**config.mk**
```make
export PLATFORM = sky130hd
export DESIGN_NAME = vec_mem_seq
export DESIGN_NICKNAME = d
export VERILOG_FILES = /design/src/rtl/cvp_pkg.sv /design/src/rtl/vec_addr_gen.sv /design/src/rtl/vec_mem_seq.sv
export SDC_FILE = /design/constraint.sdc
export NUM_CORES = 1
export LEC_CHECK = 0
export ABC_CLOCK_PERIOD_IN_PS = 2200
export CORE_MARGIN = 3
export CORE_UTILIZATION = 30
export DETAILED_ROUTE_END_ITERATION = 7
export HOLD_SLACK_MARGIN = 0.08
export PLACE_DENSITY = 0.74
export SYNTH_ARGS = -nofsm -noshare
export SYNTH_HDL_FRONTEND = slang
export SYNTH_SLANG_ARGS = --single-unit
```
**constraint.sdc**
```tcl
create_clock -name Clk -period 2.2 [get_ports Clk]
set_input_delay 0.55 -clock Clk [delete_from_list [all_inputs] [get_ports Clk]]
set_output_delay 0.55 -clock Clk [all_outputs]
set_load 0.005 [all_outputs]
```
**src/rtl/cvp_pkg.sv**
```systemverilog
// Shared CVP vector-core definitions: op encodings, sequencer state codes
// and the opcode constants the core decoder uses to dispatch vector memory ops.
package cvp_pkg;

   localparam logic OP_VLD = 1'b0;
   localparam logic OP_VST = 1'b1;

   typedef logic [2:0] seq_state_t;

   localparam seq_state_t ST_IDLE      = 3'd0;
   localparam seq_state_t ST_LOAD      = 3'd1;
   localparam seq_state_t ST_LOAD_TAIL = 3'd2;
   localparam seq_state_t ST_STORE     = 3'd3;
   localparam seq_state_t ST_DONE      = 3'd4;

   localparam logic [6:0] CVP_OPC_VLD = 7'h07;
   localparam logic [6:0] CVP_OPC_VST = 7'h27;

endpackage

```
**src/rtl/vec_addr_gen.sv**
```systemverilog
// Element address generator: holds the current address, accumulates the
// stride per step and flags (sticky) any carry out of the address space.
module vec_addr_gen #(
   parameter int AW = 16
) (
   input  logic          clk,
   input  logic          rst_n,
   input  logic          load,
   input  logic          step,
   input  logic [AW-1:0] base,
   input  logic [AW-1:0] stride,
   output logic [AW-1:0] addr,
   output logic          wrap
);
   import cvp_pkg::*;

   logic [AW-1:0] stride_q;
   logic [AW:0]   sum;

   assign sum = {1'b0, addr} + {1'b0, stride_q};

   // NOTE: sequential state uses non-blocking (<=) so every flop samples
   // pre-edge values and simulation order cannot change the result.
   always_ff @(posedge clk or negedge rst_n) begin
      if (!rst_n) begin
         addr     <= '0;
         stride_q <= '0;
         wrap     <= 1'b0;
      end else if (load) begin
         addr     <= base;
         stride_q <= stride;
         wrap     <= 1'b0;
      end else if (step) begin
         addr <= sum[AW-1:0];
         if (sum[AW]) wrap <= 1'b1;
      end
   end

endmodule

```
**src/rtl/vec_mem_seq.sv**
```systemverilog
// Vector load/store sequencer: streams one VLEN-element vector between memory
// and a vector register, one element per cycle, at Base + i*Stride.
module vec_mem_seq #(
   parameter int DW        = 16,
   parameter int AW        = 16,
   parameter int VLEN      = 16,
   parameter int IDXW      = $clog2(VLEN),
   parameter int STRIDE_EN = 1
) (
   input  logic            Clk,
   input  logic            Reset_n,
   input  logic            Start,
   input  logic            Op,
   input  logic            Abort,
   input  logic [AW-1:0]   Base,
   input  logic [AW-1:0]   Stride,
   output logic            Busy,
   output logic            Done,
   output logic            AddrWrap,
   output logic [AW-1:0]   Addr,
   output logic            RD,
   output logic            WR,
   input  logic [DW-1:0]   DataIn,
   output logic [DW-1:0]   DataOut,
   output logic [IDXW-1:0] vRdIdx,
   input  logic [DW-1:0]   vRdData,
   output logic            vWR,
   output logic [IDXW-1:0] vWrIdx,
   output logic [DW-1:0]   vWrData
);
   import cvp_pkg::*;

   localparam logic [IDXW-1:0] IDX_LAST = IDXW'(VLEN - 1);

   seq_state_t      state, state_nxt;
   logic [IDXW-1:0] idx;
   logic [AW-1:0]   stride_eff;
   logic            accept, active, last, advance;
   logic            vwr_q;
   logic [IDXW-1:0] vwr_idx_q;

   assign accept     = (state == ST_IDLE) & Start & ~Abort;
   assign active     = (state == ST_LOAD) | (state == ST_STORE);
   assign last       = (idx == IDX_LAST);
   // The address stops on the final element so AddrWrap only reflects addresses used.
   assign advance    = active & ~last & ~Abort;
   assign stride_eff = (STRIDE_EN != 0) ? Stride : AW'(1);

   vec_addr_gen #(.AW(AW)) u_addr_gen (
      .clk    (Clk),
      .rst_n  (Reset_n),
      .load   (accept),
      .step   (advance),
      .base   (Base),
      .stride (stride_eff),
      .addr   (Addr),
      .wrap   (AddrWrap)
   );

   // NOTE: state_nxt gets a default before the case so no path leaves it
   // unassigned, which would otherwise infer a latch.
   always_comb begin
      state_nxt = state;
      case (state)
         ST_IDLE:      if (accept) state_nxt = (Op == OP_VST) ? ST_STORE : ST_LOAD;
         ST_LOAD:      if (Abort) state_nxt = ST_IDLE;
                       else if (last) state_nxt = ST_LOAD_TAIL;
         ST_LOAD_TAIL: state_nxt = Abort ? ST_IDLE : ST_DONE;
         ST_STORE:     if (Abort) state_nxt = ST_IDLE;
                       else if (last) state_nxt = ST_DONE;
         default:      state_nxt = ST_IDLE;
      endcase
   end

   always_ff @(posedge Clk or negedge Reset_n) begin
      if (!Reset_n) begin
         state     <= ST_IDLE;
         idx       <= '0;
         vwr_q     <= 1'b0;
         vwr_idx_q <= '0;
      end else begin
         state <= state_nxt;
         if (accept)       idx <= '0;
         else if (advance) idx <= idx + IDXW'(1);
         // Load write-back trails the read by one cycle; Abort kills the in-flight element.
         vwr_q     <= (state == ST_LOAD) & ~Abort;
         vwr_idx_q <= idx;
      end
   end

   assign Busy    = (state != ST_IDLE);
   assign Done    = (state == ST_DONE) & ~Abort;
   assign RD      = (state == ST_LOAD);
   assign WR      = (state == ST_STORE);
   assign vRdIdx  = WR ? idx : '0;
   assign DataOut = WR ? vRdData : '0;
   assign vWR     = vwr_q;
   assign vWrIdx  = vwr_idx_q;
   assign vWrData = vwr_q ? DataIn : '0;

endmodule

```
== Word-level counts from Yosys, hierarchy flattened ==
Index checks and enable logic that the tools add are counted.

* Register bits: 45
* Bits of input ports: 69
* Output and inout port bits: 62
* Word-level logic and storage cells: 50

* $add $sub $neg: 2
* Eq/ne operators: 8
* Reduce and logical (&&, ||, !) cells: 6
* Bitwise gates (word level): 9
* Multiplexer cells: 18

{| class="wikitable"
|+ Operators by type and width
! cell !! count
|-
| $mux W16 || 4
|-
| $mux W3 || 6
|-
| $add A16 B16 Y17 || 1
|-
| $mux W4 || 3
|-
| $pmux W3 S4 || 1
|-
| $and A1 B1 Y1 || 6
|-
| $eq A3 B2 Y1 const B || 2
|-
| $ne A3 B2 Y1 const B || 2
|-
| $add A4 B1 Y4 const B || 1
|-
| $eq A4 B4 Y1 const B || 1
|-
| $reduce_bool A2 Y1 || 2
|-
| $eq A3 B1 Y1 const B || 1
|-
| $eq A3 B3 Y1 const B || 1
|-
| $logic_not A3 Y1 || 1
|-
| $mux W1 || 3
|-
| $reduce_and A3 Y1 || 1
|-
| $reduce_bool A3 Y1 || 1
|-
| $mux W2 || 1
|-
| $ne A2 B2 Y1 const B || 1
|-
| $not A1 Y1 || 2
|-
| $reduce_and A2 Y1 || 1
|-
| $or A1 B1 Y1 || 1
|}

== Longest topological paths before layout ==
* Depth in word-level cells: 6
* Depth in mapped cells: 8
* Gate-level depth less buffers: 8

== Cells and area by module ==
Synthesis repeated with hierarchy kept, for this count alone.

* Cells, all modules: 291
* Area total of the unflattened synthesis: 2813.9 sq um

{| class="wikitable"
|+ By module, submodules not included
! module !! area each (sq um) !! instances !! cells each !! sequential area each (sq um)
|-
| vec_addr_gen || 2023.2 || 1 || 201 || 825.8
|-
| vec_mem_seq || 790.8 || 1 || 90 || 300.3
|}

== Worst setup path before layout ==
Ideal clock, no wire load.

* Path kind: register to register
* From: register u_addr_gen.addr[0]
* To: register u_addr_gen.addr[14]
* Arrival: 2.059 ns
* Stages on the path, launching flop included: 9
* Slack: 0.004 ns
* Clock period less this slack: 2.196 ns
* Library setup time: 0.136 ns
* Cells stage by stage: dfrtp_1 ha_1 fa_1 a21oi_1 o21a_1 o221ai_1 nor3b_1 mux2i_1 nand3_1

* Word-level cells in the longest chain between the ends: 3

{| class="wikitable"
|+ RTL lines
! element !! RTL line !! text
|-
| start, declared || vec_addr_gen.sv:12 || <nowiki>output logic [AW-1:0] addr,</nowiki>
|-
| start signal, assigned || vec_addr_gen.sv:30 || <nowiki>addr <= base;</nowiki>
|-
| start signal, assigned || vec_addr_gen.sv:34 || <nowiki>addr <= sum[AW-1:0];</nowiki>
|-
| $add A16 B16 Y17 || vec_addr_gen.sv:20 || <nowiki>assign sum = {1'b0, addr} + {1'b0, stride_q};</nowiki>
|-
| $mux W16 || vec_addr_gen.sv:33 || <nowiki>end else if (step) begin</nowiki>
|-
| $mux W16 || vec_addr_gen.sv:29 || <nowiki>end else if (load) begin</nowiki>
|}

Every way passes these cells. The select of a mux whose other input is x is not followed.
A chain may end at the register's enable or synchronous reset.

== Worst setup path in the final report ==
* From: input DataIn[6]
* To: output vWrData[6]

* Word-level cells in the longest chain between the ends: 1

{| class="wikitable"
|+ RTL lines
! element !! RTL line !! text
|-
| start, declared || vec_mem_seq.sv:23 || <nowiki>input logic [DW-1:0] DataIn,</nowiki>
|-
| $mux W16 || vec_mem_seq.sv:99 || <nowiki>assign vWrData = vwr_q ? DataIn : '0;</nowiki>
|-
| end, declared || vec_mem_seq.sv:29 || <nowiki>output logic [DW-1:0] vWrData</nowiki>
|}

Every way passes these cells.

==> results.tsv <==
stage	metric	value	unit
run_status	outcome	complete, no violations	
sta	post-layout min period	2170	ps
setup_path	CP top delay family	buffers and inverters	
pwr	Clk pwr share	12.7	%
placed_design	HPWL after DPL	6840	um
yosys	Syn Inst Count	322	
setup_path	crit-path max FO	1	
sta	Max Freq	460	MHz
pwr	Int Power	3.51	mW
cells_and_area	Fillers	841	
sta	setup violators final	0	
sta	RSZ-0062 raised after global routing	yes	
setup_path	Worst setup EP type	output port	
pwr	Power, Total	5.90	mW
cells_and_area	n_diodes	0	
placed_design	Placer Congestion	0.912	
sta	Least-Margin Pin Slew	520	ps
cts	# hold bufs at CTS	0	
setup_path	critical-path cell list	clkdlybuf4s50_1 > and2_1 > clkdlybuf4s50_1	
pwr	Lkg Pwr	2.37	nW
sta	fin crit share	98.8	%
placed_design	Placed Cells	588	
detailed_routing	initial detailed-routing violation count	138	
yosys	post-synthesis async set-or-reset flop share	100	%
yosys	Top FF cell, synth	dfrtp_1	
global_route	met2 usage	27.6	%
setup_path	Buf/Inv on CP	2	
sta	Hold Fails Final Rpt	0	
global_route	initial antenna violation count	0	
pwr	pwr dens	1260	nW/um^2
cts	CTS clk-pin slew, worst paths	90	ps
cts	# H-tree levels	2	
detailed_routing	routed length per instance	14.8	um
setup_path	critical path class	in2out	
pwr	Peak supply drop	0.611	mV
setup_path	CP startpoint kind	primary input	
global_route	met1 Usage GRT	21.8	%
sta	Final Max Slew Viols	0	
detailed_routing	via/cell ratio	4.77	
floorplanning	Ports	131	
cts	Clock Root Buffer	clkbuf_8	
pwr	Reg power frac	25.1	%
setup_path	CP most frequent cell	clkdlybuf4s50_1	
detailed_routing	drt first pass iters	4	
global_route	Total Routing Usage GR	16.3	%
min_path	Hold Path Class	in2async	
setup_path	WP data required	1650	ps
global_route	largest net degree at the start of global routing	26	
floorplanning	Die W	103	um
yosys	syn nets	409	
cts	CTS sink cnt	45	
cells_and_area	layout cells sized above 1	14.0	%
sta	Slew headroom	65.3	%
job	Max-Cap Viols	0	
cts	CTS tree	built	
cells_and_area	P&R area growth vs syn	65.2	%
floorplanning	row count	34	
detailed_routing	number of remaining DRC errors	0	
cts	CTS buffer count	5	
detailed_routing	Detail Route Antenna Nets	0	
yosys	EDFF count, synth	0	
floorplanning	Die Y	103	um
pwr	switching pwr	2.39	mW
yosys	synthesis-stage register bit count	45	
detailed_routing	WL final	8970	um
cells_and_area	Final #Nets	565	
yosys	Synth Area per Inst	8.82	sq um
floorplanning	Starting Density	31.6	%
global_route	grt total ovfl	0	
sta	clk_skew	7.35	ps
floorplanning	core footprint	8980	sq um
pwr	Sw Ratio	40.5	%
yosys	synth unique cells	51	
floorplanning	Die ar.	10700	sq um
global_route	global routing's busiest layer	met2	
cts	Clock Path Buffers	2	
detailed_routing	vias	2885	
yosys	Syn Std Cell Area	2840	sq um
global_route	GR Layer Usage met3	2.75	%
cts	Clock Latency Late Sink	300	ps
setup_path	CP max-delay cell	clkdlybuf4s50_1	
setup_path	Crit path largest cell delay	500	ps
global_route	first-pass GRT wire length	13900	um
cells_and_area	non-filler cells, final	605	
placed_design	port buffer count	130	
setup_path	crit path DAT	1620	ps
yosys	sequential-to-total area share from yosys stat	39.6	%
pwr	logic gate share of total power	62.2	%
global_route	vias in the first global route	2849	
yosys	Synth Warn #	0	
## kinds of logic after synthesis
family	synth area share, %
mux	1.06
compound gates	16.2
flops	39.6
simple gates	27.9
buf+inv	3.00
fa+ha+maj	8.19
xor+xnor	4.01
## Yosys cell counts, types with 7 or more instances
| cell | n | area, sq um |
|---|---|---|
| nand2_1 | 66 | 248 |
| dfrtp_1 | 45 | 1130 |
| and2_1 | 37 | 231 |
| a21oi_1 | 19 | 95.1 |
| nor2_1 | 19 | 71.3 |
| ha_1 | 17 | 213 |
| o21ai_0 | 11 | 55.1 |
| clkbuf_1 | 9 | 33.8 |
| xor2_1 | 7 | 61.3 |
## through the flow
step	hold slack (ps)	util [%]	setup TNS, ps	area (sq um)	setup WS (ps)
2_1_floorplan	254	-	0	2840	4.30
3_3_place_gp	436	49.4	-263	4430	-129
3_5_place_dp	441	49.4	-604	4430	-142
4_1_cts	223	51.4	0	4620	4.13
5_1_grt	229	52.3	-21.0	4690	-19.9
6_report	210	52.3	0	4690	27.5
## power groups by stage
stage	Combinational, mW	Sequential [mW]	Clock (mW)
after floorplan	2.09	1.45	0
after global routing	4.06	1.52	0.798
after detailed placement	3.44	1.50	0
after CTS	3.54	1.48	0.763
after global placement	3.34	1.49	0
final	3.67	1.48	0.747
## area by class of cell
type	instances	area [sq um]	share of cell area, %
Multi-Input combinational cell	256	1680	35.7
Timing Repair Buffer	163	1570	33.4
Sequential cell	45	1130	24.1
Tap cell	126	158	3.36
Clock buffer	5	68.8	1.47
Clock inverter	3	65.1	1.39
Inverter	7	26.3	0.560
## worst paths after layout
check	startpoint	to	slack [ps]	depth (start not counted)
worst max-delay path	DataIn[6]	vWrData[6]	30	3
worst min-delay path	Reset_n	u_addr_gen.addr[9]	210	1
worst max register to register	u_addr_gen.addr[7]	u_addr_gen.addr[11]	70	8
worst min register to register	idx[1]	vWrIdx[1]	460	0
max in group asynchronous	Reset_n	vWR	1450	2
min in group Clk	idx[1]	vWrIdx[1]	460	0
## worst register-to-register path, cell delays in order (launching register included)
cell and delay, ps:
dfrtp_1 410, ha_2 340, a21o_1 180, a21oi_2 210, o21ai_2 100, a221oi_4 380
buf_4 180, xor2_1 140, o21ai_0 80
## per-layer routing
layer	up-vias	routed length [um]	share of wire, %
li1	1426	-	-
met1	1374	3890	43
met2	77	4530	51
met3	8	429	4.8
met4	0	113	1.3
met5	-	0	0
## flip-flops by register name (all words and copies together), names as in the netlist
signal and cells:
idx 4, state 3, u_addr_gen.addr 16, u_addr_gen.stride_q 16
u_addr_gen.wrap 1, vWR 1, vWrIdx 4
## cell usage in the layout, fill, tap and decap left out, types with 5 or more instances in the layout
master,count
buf_4,29
nand2_1,66
xor2_1,7
a31oi_1,6
dfrtp_1,42
o21ai_0,11
ha_1,16
nor2_1,17
inv_1,6
a22oi_1,6
clkbuf_8,5
dlygate4sd2_1,22
a21oi_1,17
xnor2_1,6
dlymetal6s2s_1,11
clkdlybuf4s50_1,96
and2_1,37
## timing repair
action,4_1_cts,5_1_grt
gates resized for setup,34,16
pin swaps,2,4
setup buffers,3,4
cloned,2,0
endpoints found under the setup margin,25,24
Power figures use the tool's default switching activity.
